### config.mk
export PLATFORM = sky130hd
export DESIGN_NAME = demux_dest
export DESIGN_NICKNAME = d
export VERILOG_FILES = /design/src/rtl/demux_dest_pkg.sv /design/src/rtl/demux_dest_sat_counter.sv /design/src/rtl/demux_dest.sv
export SDC_FILE = /design/constraint.sdc
export NUM_CORES = 1
export LEC_CHECK = 0
export BUFFER_PORTS_ARGS = -buffer_cell sky130_fd_sc_hd__buf_4
export CAP_MARGIN = 0
export CORE_AREA = 2 2 39 41
export CTS_CLUSTER_DIAMETER = 60
export DETAILED_ROUTE_END_ITERATION = 8
export DIE_AREA = 0 0 41 43
export HOLD_SLACK_MARGIN = 0.05
export SYNTH_ARGS = -nofsm -noshare
export SYNTH_HDL_FRONTEND = slang
export SYNTH_SLANG_ARGS = --single-unit
### constraint.sdc
create_clock -name clk -period 1.9 [get_ports clk]
set_input_delay 0.19 -clock clk [delete_from_list [all_inputs] [get_ports clk]]
set_output_delay 0.19 -clock clk [all_outputs]
set_load 0.005 [all_outputs]
### src/rtl/demux_dest_pkg.sv
// Shared definitions for the demux_dest block: FSM encoding, default word width
// and the push-counter width used when DEMUX_DEST_COUNT_EN is defined.
package demux_dest_pkg;

   typedef enum logic [1:0] {
      IDLE  = 2'd0,
      WAIT  = 2'd1,
      ROUTE = 2'd2
   } demux_state_e;

   localparam int DATA_SIZE_DEF = 6;
   localparam int CNT_W         = 8;

endpackage

### src/rtl/demux_dest_sat_counter.sv
// Saturating up-counter; holds at all-ones instead of wrapping.
module sat_counter
   import demux_dest_pkg::*;
#(
   parameter int WIDTH = CNT_W
) (
   input  logic             clk,
   input  logic             reset_L,
   input  logic             inc,
   output logic [WIDTH-1:0] count
);

   logic [WIDTH-1:0] cnt_q;
   logic [WIDTH-1:0] cnt_d;

   always_comb begin
      cnt_d = cnt_q;
      if (inc && (cnt_q != {WIDTH{1'b1}})) begin
         cnt_d = cnt_q + 1'b1;
      end
   end

   always_ff @(posedge clk) begin
      if (!reset_L) begin
         cnt_q <= '0;
      end else begin
         cnt_q <= cnt_d;
      end
   end

   assign count = cnt_q;

endmodule

### src/rtl/demux_dest.sv
// Pops words from a source FIFO and pushes each to d0 or d1 selected by data bit DEST_BIT.
// Optional per-destination push counters are built when DEMUX_DEST_COUNT_EN is defined.
module demux_dest
   import demux_dest_pkg::*;
#(
   parameter int DATA_SIZE = DATA_SIZE_DEF,
   parameter int DEST_BIT  = 4
) (
   input  logic                 clk,
   input  logic                 reset_L,
   input  logic                 fifo_empty_in,
   input  logic [DATA_SIZE-1:0] data_in,
   output logic                 pop_in,
   input  logic                 fifo_pause_d0,
   input  logic                 fifo_pause_d1,
   output logic                 push_d0,
   output logic                 push_d1,
   output logic [DATA_SIZE-1:0] data_d0,
   output logic [DATA_SIZE-1:0] data_d1,
   output logic                 demux_error,
   output logic [1:0]           state_dbg
`ifdef DEMUX_DEST_COUNT_EN
   ,
   output logic [CNT_W-1:0]     count_d0,
   output logic [CNT_W-1:0]     count_d1
`endif
);

   demux_state_e         state_q, state_d;
   logic [DATA_SIZE-1:0] hold_q, hold_d;
   logic                 error_q, error_d;
   logic                 pop, push0, push1;
   logic                 sel, clear;

   // Handshake: pop_in is a one-cycle strobe, data_in is valid the cycle after it.
   // push_dX is a one-cycle strobe; data_dX is qualified only by it.
   always_comb begin
      state_d = state_q;
      hold_d  = hold_q;
      pop     = 1'b0;
      push0   = 1'b0;
      push1   = 1'b0;
      sel     = hold_q[DEST_BIT];
      clear   = sel ? !fifo_pause_d1 : !fifo_pause_d0;
      case (state_q)
         IDLE: begin
            pop = !fifo_empty_in;
            if (pop) state_d = WAIT;
         end
         WAIT: begin
            hold_d  = data_in;
            state_d = ROUTE;
         end
         ROUTE: begin
            if (clear) begin
               push0 = !sel;
               push1 = sel;
               if (!fifo_empty_in) begin
                  pop     = 1'b1;
                  state_d = WAIT;
               end else begin
                  state_d = IDLE;
               end
            end
         end
         default: state_d = IDLE;
      endcase
      // Strobes are forced low during reset so an in-flight word is dropped.
      if (!reset_L) begin
         pop   = 1'b0;
         push0 = 1'b0;
         push1 = 1'b0;
      end
      error_d = error_q | (pop & fifo_empty_in);
   end

   always_ff @(posedge clk) begin
      if (!reset_L) begin
         state_q <= IDLE;
         hold_q  <= '0;
         error_q <= 1'b0;
      end else begin
         state_q <= state_d;
         hold_q  <= hold_d;
         error_q <= error_d;
      end
   end

   assign pop_in      = pop;
   assign push_d0     = push0;
   assign push_d1     = push1;
   assign data_d0     = reset_L ? hold_q : '0;
   assign data_d1     = reset_L ? hold_q : '0;
   assign demux_error = error_q;
   assign state_dbg   = state_q;

`ifdef DEMUX_DEST_COUNT_EN
   sat_counter #(.WIDTH(CNT_W)) u_cnt_d0 (
      .clk     (clk),
      .reset_L (reset_L),
      .inc     (push0),
      .count   (count_d0)
   );

   sat_counter #(.WIDTH(CNT_W)) u_cnt_d1 (
      .clk     (clk),
      .reset_L (reset_L),
      .inc     (push1),
      .count   (count_d1)
   );
`endif

endmodule

After elaboration in Yosys (flattened, before gate mapping)
Cells that the tools add are included.
{ "totals": {"ff_bits": 9, "output_inout_bits": 18, "elab_cells": 31, "inputBits": 11} }
{ "op_classes": {"reduce_logical": 6, "n_eq_ne": 4, "n_bitwise": 2, "muxes": 16} }
{ "op_table": {"columns": ["op", "count"], "rows": [
  ["2-to-1 mux 1 bit", 11],
  ["2-to-1 mux 6 bit", 1],
  ["one-hot mux 2 bit (3 select lines)", 1],
  ["logical NOT 1 bit", 4],
  ["2-to-1 mux 2 bit", 2],
  ["!= test 2 bit (second input constant)", 2],
  ["equality test 2 x 1 -> 1 bit (second input constant)", 1],
  ["equality test 2 bit (second input constant)", 1],
  ["logical NOT 2 bit", 1],
  ["one-hot mux 1 bit (2 select lines)", 1],
  ["AND reduction 2 bit", 1],
  ["bitwise AND 1 bit", 1],
  ["OR 1 bit", 1]
]} }

Depth between registers and ports, before layout
Gate-level depths: netlist of the first run.
{ "depth": {"depth_word": 7, "ltp_mapped": 4} }

Least setup slack after synthesis of the first run
OpenSTA, ideal clock, no wires.
{ "synth_timing": {"path_kind": "register to output", "start": "reg hold_q[4]", "end": "out pop_in", "arrival_time_ps": 870, "setup_slack_ps": 840, "path_stages_with_launch": 4, "cell_sequence": "dfxtp_1 -> mux2i_1 -> nor2b_1 -> nor4_1"} }
{ "synth_between": {"elab_chain_len": 4} }
{ "synth_rtl": {"columns": ["element", "line_no", "rtl"], "rows": [
  ["start, declared", "demux_dest.sv:30", "logic [DATA_SIZE-1:0] hold_q, hold_d;"],
  ["start signal, assigned", "demux_dest.sv:84", "hold_q <= hold_d;"],
  ["2-to-1 mux 1 bit", "demux_dest.sv:44", "clear = sel ? !fifo_pause_d1 : !fifo_pause_d0;"],
  ["2-to-1 mux 1 bit", "demux_dest.sv:55", "if (clear) begin"],
  ["one-hot mux 1 bit (2 select lines)", "demux_dest.sv:45", "case (state_q)"],
  ["2-to-1 mux 1 bit", "demux_dest.sv:69", "if (!reset_L) begin"],
  ["end, declared", "demux_dest.sv:13", "output logic pop_in,"]
]} }
Every way passes these cells.

Final worst setup path of the first run
Same ends and word-level chain as after synthesis.

==> flow_metrics.env, run 1 <==
export IMPL_outcome="complete, no violations"
export IMPL_cp_slowest_cell="dfxtp_1"
export IMPL_tightest_slew_ns=0.427
export IMPL_dp_hpwl_microns=678
export IMPL_cap_violations=0
export IMPL_placedCellCount=82
export IMPL_wl_met3_microns=107
export IMPL_area_growth_syn_to_layout_pct=47.9
export IMPL_multi_input_area_sq_um=189
export IMPL_r2r_cells=3
export IMPL_slowest_delay_ns=0.40
export IMPL_slew_limit_headroom_pct=71.6
export IMPL_fin_area_sq_um=629
export IMPL_drt_iter0_drc=1
export IMPL_track_usage_pct=12.4
export IMPL_highest_layer="met4"
export IMPL_initial_core_util_pct=30.7
export IMPL_ioPinCount=29
export IMPL_syn_num_nets=56
export IMPL_cp_arrival_ns=1.34
export IMPL_via_count=381
export IMPL_cts_buffers=3
export IMPL_min_period_ns=1.53
export IMPL_setup_viol=0
export IMPL_antenna_found_initial=0
export IMPL_synth_edff_count=0
export IMPL_synth_top_area_share_pct=42.4
export IMPL_yosys_top_cells_area="dfxtp_1, mux2i_1, buf_4"
export IMPL_rows=14
export IMPL_drv_slew=0
export IMPL_total_power_uw=418
export IMPL_grt_setup_unrepaired="false"
export IMPL_grt_pass1_wl_mm=1.37
export IMPL_gr_total_overflow=0
export IMPL_grt_pass1_vias=329
export IMPL_hold_violations=0
export IMPL_ir_drop_uv=512
export IMPL_synthesis_area_sq_um=425
export IMPL_synth_cells=45
export IMPL_leakagePower_uw=0.000334
export IMPL_yosys_area_top_type="dfxtp_1"
export IMPL_port_buffers=28
export IMPL_coreArea_sq_um=1380
export IMPL_area_sequential_sq_um=180
export IMPL_clkTransAtPathRegs_ns=0.06
export IMPL_critPathLaunchType="register"
export IMPL_cellPowerDensity_nw_per_um2=664
export IMPL_totalWireLength_microns=896
export IMPL_insertion_delay_ns=0.26
export IMPL_cp_required_ns=1.71
export IMPL_hold_path_depth=2
export IMPL_avgViaCountPerCell=4.43
export IMPL_grt_max_degree=10
export IMPL_ctsResizeCount=0
export IMPL_fillers=142
export IMPL_ys_types=14
export IMPL_worstSetupEndpointType="output port"
export IMPL_first_pass_iters=2
export IMPL_fin_crit_sh_pct=80.6
export IMPL_avgSynthCellArea_sq_um=9.45
export IMPL_fp_dieW_microns=41
export IMPL_h_tree_depth=1
export IMPL_crit_path_cell_trace="mux2i_1, nor2b_1, nor4_1, buf_4"
export IMPL_num_antenna_cells=0
export IMPL_synth_seq_cells=9
export IMPL_wl_per_cell_microns=10.4
export IMPL_worst_path_max_fanout=5
export IMPL_m1WireLength_microns=341
export IMPL_dpl_cell_area_sq_um=603
export IMPL_fin_skew_ns=0.00814
export IMPL_tritoncts="yes"
export IMPL_ys_seq_area_share_pct=42.4
export IMPL_min_path_type="input port to register"
export IMPL_cts_hold_buf=0
export IMPL_yosys_top_cells_count="dfxtp_1, buf_4, mux2i_1, and2_1, nor2_1"
export IMPL_ys_flop_type="dfxtp_1"
export IMPL_yosysMostFrequentCell="dfxtp_1"
export IMPL_async_flop_share_pct=0
export IMPL_drc=0
export IMPL_finalSetupTns_ns=0
export IMPL_yosys_warnings=0
export IMPL_dieHeight_microns=43
export IMPL_clock_sinks=9
export IMPL_crit_type="register to output port"
export IMPL_drtAntennaViolNets=0
export IMPL_max_freq_mhz=653
export IMPL_drive_gt1_share_pct=47.1
export IMPL_cts_buffer_depth=2
export IMPL_clock_root_buffer="clkbuf_4"
export IMPL_wl_met2_microns=434
export IMPL_place_gp_congestion=0.702
export IMPL_post_cts_setup_buffers=0
export IMPL_fin_nets=82
export IMPL_die_area_sq_um=1760
export IMPL_instances_no_fill=86
-- registers in the layout, summed over array words and instances, names as in the netlist --
name         count
hold_q           6
state_dbg        2
demux_error      1
-- per-layer routing --
layer  GRT usage, %  up-vias
li1               -      197
met1           14.2      164
met2           16.3       18
met3           9.42        2
met4           6.00        0
met5              0        -
-- stage by stage --
stage / hold WS [ns] / util (%) / setup WS [ns]
2_1_floorplan: 0.267 / - / 0.840
3_3_place_gp: 0.367 / 43.6 / 0.694
3_5_place_dp: 0.366 / 43.6 / 0.658
4_1_cts: 0.0895 / 45.5 / 0.369
5_1_grt: 0.0930 / 45.5 / 0.256
6_report: 0.0975 / 45.5 / 0.369
-- final cells by class --
cell class                      instances  share of cell area (%)
Sequential cell                         9                    28.6
Multi-Input combinational cell         28                    30.0
Clock buffer                            4                    4.17
Timing Repair Buffer                   28                    33.4
Inverter                                1                   0.596
Tap cell                               16                    3.18
-- cell usage in the layout (no fill, tap or decap) --
master / synthesis / routed
and2_1: 6 / 6
and2_2: 1 / 1
buf_4: 7 / 28
clkbuf_1: 0 / 1
clkbuf_4: 0 / 3
dfxtp_1: 9 / 9
inv_2: 1 / 1
mux2i_1: 7 / 7
nand2b_1: 1 / 1
nand3b_1: 1 / 1
nor2_1: 6 / 6
nor2b_1: 1 / 1
nor3_1: 1 / 1
nor3b_1: 1 / 1
nor4_1: 2 / 2
o22ai_1: 1 / 1
-- critical path, delay by kind of cell (launching register included) --
family / cells / cell delay [ns]
buffers and inverters: 1 / 0.16
AND/OR/NAND/NOR: 2 / 0.27
flip-flops: 1 / 0.40
multiplexers: 1 / 0.25
-- final timing paths --
check / startpoint / to / slack, ns
worst max-delay path: hold_q[4] / pop_in / 0.37
worst min-delay path: fifo_empty_in / state_dbg[0] / 0.1
worst max register to register: state_dbg[1] / hold_q[3] / 0.76
worst min register to register: demux_error / demux_error / 0.47
-- power by group --
| part | internal (uW) | switching [uW] |
|---|---|---|
| combinational | 40.8 | 26.4 |
| clock | 80.9 | 65.9 |
| sequential | 198 | 5.97 |
| total | 320 | 98.3 |
-- cells by family after synthesis --
| kind of cell | synth area share [%] |
|---|---|
| and+or+nand+nor | 26.5 |
| AOI/OAI and AO/OA | 1.47 |
| buffers and inverters | 13.2 |
| DFF | 42.4 |
| muxes | 16.5 |
Note: power is estimated with default switching activity, not from simulation.
==> inputs of run 2 (changes only) <==
- PLACE_DENSITY: not set -> 0.67
- clock period: 1.9 -> 1.3 ns (I/O delays scaled with it)
==> run 2 against run 1 <==
Compared with the run above: the flow now finishes with violations (negative setup slack); power is 54% higher; die area stayed put; setup slack worse by 0.45 ns; cell area is 17% higher; utilization is 7.7 points higher; sequential power is 46% higher; sequential share of layout area is 3.5 points lower; critical path type unchanged; largest power group unchanged.
==> flow_metrics.env, run 2 (synthesis gave the netlist of run 1 again) <==
export IMPL_cp_slowest_cell="dfxtp_2"
export IMPL_place_gp_congestion=0.697
export IMPL_hold_violations=0
export IMPL_fin_skew_ns=0.00271
export IMPL_antenna_found_initial=0
export IMPL_ioPinCount=29
export IMPL_drc=0
export IMPL_setup_slack_ns=-0.0803
export IMPL_insertion_delay_ns=0.26
export IMPL_fin_area_sq_um=736
export IMPL_crit_family="flip-flops"
export IMPL_cap_violations=0
export IMPL_dpl_worst_slack_ns=0.130
export IMPL_rows=14
export IMPL_crit_type="register to output port"
export IMPL_totalWireLength_microns=992
export IMPL_fin_crit_sh_pct=106
export IMPL_drt_iter0_drc=0
export IMPL_port_buffers=28
export IMPL_min_period_ns=1.38
export IMPL_area_growth_syn_to_layout_pct=72.9
export IMPL_critPathBufInv=1
export IMPL_max_freq_mhz=725
export IMPL_slowest_delay_ns=0.34
export IMPL_clock_root_buffer="clkbuf_4"
export IMPL_dieHeight_microns=43
export IMPL_tritoncts="yes"
export IMPL_grt_pass1_vias=338
export IMPL_first_pass_iters=1
export IMPL_worstSetupEndpointType="output port"
export IMPL_leakagePower_uw=0.000387
export IMPL_num_antenna_cells=0
export IMPL_slew_limit_headroom_pct=85.3
export IMPL_tightest_slew_ns=0.217
export IMPL_cp_required_ns=1.17
export IMPL_avgViaCountPerCell=4.28
export IMPL_drive_gt1_share_pct=61.3
export IMPL_h_tree_depth=1
export IMPL_dpl_cell_area_sq_um=618
export IMPL_largest_register_ffs=6
export IMPL_die_area_sq_um=1760
export IMPL_outcome="complete, but fails checks"
export IMPL_grt_pass1_wl_mm=1.40
export IMPL_ir_drop_uv=469
export IMPL_track_usage_pct=12.0
export IMPL_gr_total_overflow=0
export IMPL_violations="negative setup slack"
export IMPL_critPathLaunchType="register"
export IMPL_dp_hpwl_microns=675
export IMPL_wl_per_cell_microns=10.3
export IMPL_drtAntennaViolNets=0
export IMPL_cp_arrival_ns=1.25
export IMPL_grt_max_degree=10
export IMPL_instances_no_fill=96
export IMPL_regMostFlops="hold_q"
export IMPL_clock_sinks=9
export IMPL_fp_dieW_microns=41
export IMPL_cts_buffers=3
export IMPL_final_common_cell="buf_4"
export IMPL_placedCellCount=84
export IMPL_cellPowerDensity_nw_per_um2=874
export IMPL_grt_setup_unrepaired="true"
export IMPL_via_count=411
export IMPL_drv_slew=0
export IMPL_fin_nets=92
export IMPL_crit_path_cell_trace="mux2i_2, nor2b_2, nor4_2, buf_4"
export IMPL_cts_buffer_depth=2
export IMPL_layout_common_cells="buf_4, dfxtp_1, and2_1, mux2i_1, nor2_1"
export IMPL_clkTransAtPathRegs_ns=0.06
export IMPL_worst_path_max_fanout=2
export IMPL_total_power_uw=643
export IMPL_setup_viol=3
export IMPL_final_util_pct=53.2
export IMPL_coreArea_sq_um=1380
export IMPL_min_path_type="input port to register"
export IMPL_initial_core_util_pct=30.7
run 2: cell count changes in the layout (fill, tap and decap cells not counted), sizes merged:
cell,delta
buf,+9
dlygate4sd3,+1
run 2: path summary, 6_finish.rpt:
check,cells after the start,slack (ns),from,to
setup reg to reg,6,0.11,hold_q[4],state_dbg[1]
hold reg to reg,1,0.44,state_dbg[0],state_dbg[0]
setup / recovery,4,-0.08,hold_q[4],pop_in
hold / removal,3,0.10,data_in[2],hold_q[2]
run 2: repair_timing:
item / in CTS / in global routing
buffers inserted: 7 / 2
pin swaps: 1 / 3
endpoints found under the hold margin: 1 / 0
hold buffers: 1 / 0
setup endpoints to repair: 2 / 3
resized for setup: 1 / 7
run 2: through the flow:
step	TNS [ns]	hold WS [ns]
global route	-0.254	0.0983
floorplan	0	0.207
CTS	-0.168	0.0925
detailed placement	0	0.306
finish	-0.110	0.102
global placement	0	0.302
run 2: worst reg2reg max path, stage by stage, from the launching register on:
cell	delay (ns)
dfxtp_2	0.34
mux2i_2	0.26
buf_4	0.15
buf_4	0.09
buf_4	0.09
buf_4	0.09
o22ai_2	0.06
run 2: area by class of cell:
| type | count | area [sq um] |
|---|---|---|
| tap | 16 | 20.0 |
| sequential | 9 | 185 |
| timing repair buffer | 38 | 288 |
| clock buffer | 4 | 26.3 |
| multi-input combinational | 28 | 213 |
| fill | 127 | 648 |
| inverter | 1 | 3.75 |
run 2: metal layers:
metal	GRT usage, %	vias up	wire, microns
met3	3.14	2	84
li1	-	217	-
met1	15.3	176	399
met5	0	-	0
met4	12.0	0	14
met2	15.0	16	493
run 2: report_power, final:
group | internal [uW] | switching [uW] | total (uW)
Sequential | 289 | 8.45 | 297
Clock | 118 | 93.3 | 211
Combinational | 85.4 | 48.5 | 134
==> inputs of run 3 (changes only) <==
- PLACE_DENSITY: 0.67 -> 0.68
==> run 3 against run 2 <==
Compared with the run above: the flow still finishes with violations (negative setup slack); first-iteration DRC count unchanged; cell area decreased by 6.5%; count of clock-buffer cells in the layout unchanged; worst hold slack got worse by 0.0022 ns; sequential share of layout area increased by 2.1 points; routed wire length increased by 2.8%; register-to-register slack about the same; non-clock buffer count decreased by 7; power decreased by 1.8%; combinational power decreased by 13%; final cell count decreased by 7.3%; critical path type unchanged; largest cell class unchanged.
==> flow_metrics.env, run 3 (synthesis gave the netlist of run 1 again) <==
export IMPL_drc=0
export IMPL_grt_pass1_vias=351
export IMPL_die_area_sq_um=1760
export IMPL_antenna_found_initial=0
export IMPL_ioPinCount=29
export IMPL_insertion_delay_ns=0.26
export IMPL_initial_core_util_pct=30.7
export IMPL_coreArea_sq_um=1380
export IMPL_cp_arrival_ns=1.28
export IMPL_tritoncts="yes"
export IMPL_area_sequential_sq_um=188
export IMPL_totalWireLength_mm=1.02
export IMPL_min_period_ns=1.41
export IMPL_slew_limit_headroom_pct=71.7
export IMPL_regMostFlops="hold_q"
export IMPL_drt_iter0_drc=0
export IMPL_gr_total_overflow=0
export IMPL_worst_path_max_fanout=4
export IMPL_port_buffers=28
export IMPL_clock_root_buffer="clkbuf_4"
export IMPL_drv_slew=0
export IMPL_hold_violations=0
export IMPL_cellPowerDensity_nw_per_um2=917
export IMPL_grt_setup_unrepaired="true"
export IMPL_setup_viol=1
export IMPL_crit_family="flip-flops"
export IMPL_worstSetupEndpointType="output port"
export IMPL_crit_type="register to output port"
export IMPL_final_common_cell="buf_4"
export IMPL_cts_buffers=3
export IMPL_clkTransAtPathRegs_ns=0.06
export IMPL_critPathBufInv=1
export IMPL_setup_slack_ns=-0.112
export IMPL_avgViaCountPerCell=4.38
export IMPL_cap_violations=0
export IMPL_fillers=141
export IMPL_drive_gt1_share_pct=56.2
export IMPL_track_usage_pct=12.8
export IMPL_max_freq_mhz=708
export IMPL_area_growth_syn_to_layout_pct=61.8
export IMPL_ir_drop_uv=544
export IMPL_critPathLaunchType="register"
export IMPL_grt_pass1_wl_mm=1.50
export IMPL_crit_path_cell_trace="mux2i_4, nor2b_2, nor4_2, buf_4"
export IMPL_dieHeight_microns=43
export IMPL_dp_hpwl_microns=696
export IMPL_place_gp_congestion=0.582
export IMPL_layout_common_cells="buf_4, dfxtp_1, and2_1, mux2i_1, nor2_1"
export IMPL_grt_max_degree=10
export IMPL_outcome="complete, but fails checks"
export IMPL_leakagePower_uw=0.000354
export IMPL_wl_per_cell_microns=11.5
export IMPL_clock_sinks=9
export IMPL_fp_dieW_microns=41
export IMPL_num_antenna_cells=0
export IMPL_drtAntennaViolNets=0
export IMPL_rows=14
export IMPL_h_tree_depth=1
export IMPL_fin_skew_ns=0.00369
export IMPL_fin_crit_sh_pct=109
export IMPL_min_path_type="input port to register"
export IMPL_cp_required_ns=1.17
export IMPL_multi_input_area_sq_um=215
export IMPL_slowest_delay_ns=0.37
export IMPL_largest_register_ffs=6
export IMPL_placedCellCount=82
export IMPL_violations="negative setup slack"
export IMPL_via_count=390
export IMPL_total_power_uw=631
export IMPL_instances_no_fill=89
export IMPL_tightest_slew_ns=0.425
export IMPL_cts_buffer_depth=2
export IMPL_cp_slowest_cell="dfxtp_4"
export IMPL_first_pass_iters=1
export IMPL_fin_nets=85
run 3: cell types whose count changed in the layout (fill, tap and decap cells not counted), sizes merged:
cell / delta
buf: -7
run 3: layout make-up:
| type | instances | share of cell area [%] |
|---|---|---|
| inverters | 1 | 0.545 |
| well taps | 16 | 2.91 |
| repair buffers | 31 | 34.2 |
| clock buffers | 4 | 3.82 |
| flip-flops and latches | 9 | 27.3 |
| multi-input cells | 28 | 31.3 |
run 3: stage by stage:
stage | worst slack, ns | area, sq um | hold WS (ns) | setup TNS [ns] | util [%]
4_1_cts | -0.130 | 641 | 0.0929 | -0.133 | 46.3
2_1_floorplan | 0.300 | 425 | 0.207 | 0 | -
6_report | -0.112 | 688 | 0.0997 | -0.112 | 49.7
3_5_place_dp | 0.110 | 603 | 0.307 | 0 | 43.6
3_3_place_gp | 0.150 | 603 | 0.304 | 0 | 43.6
5_1_grt | -0.200 | 688 | 0.107 | -0.313 | 49.7
run 3: worst paths after layout:
| check | slack [ns] | cells past startpoint | to | startpoint |
|---|---|---|---|---|
| setup / recovery | -0.11 | 4 | pop_in | hold_q[4] |
| hold / removal | 0.1 | 3 | hold_q[0] | data_in[0] |
| setup reg to reg | 0.10 | 4 | hold_q[5] | state_dbg[0] |
| hold reg to reg | 0.47 | 1 | demux_error | demux_error |
run 3: worst reg2reg max path, stage by stage, from the launching register on:
cell      delay [ns]
dfxtp_4         0.34
buf_4           0.14
nand2b_1        0.32
mux2i_1         0.24
nor2_1          0.07
run 3: timing repair:
action                     CTS  global route
setup endpoints to repair    2             3
pin swaps                    0             2
gates resized for setup      1             8
hold buffers                 1             0
buffers inserted             0             2
hold endpoints to repair     1             0
cloned                       0             0
run 3: power by group:
part	switching, uW	leakage [uW]	internal, uW	total [uW]
registers	8.58	0.0000748	288	296
logic	45.5	0.000264	70.4	116
clock network	100	0.0000150	118	219
run 3: per-layer routing:
layer / part of all wire (%) / GRT usage [%] / up-vias
li1: - / - / 204
met1: 39 / 15.6 / 173
met2: 55 / 19.1 / 13
met3: 6.5 / 3.14 / 0
met4: 0 / 8.00 / 0
met5: 0 / 0 / -
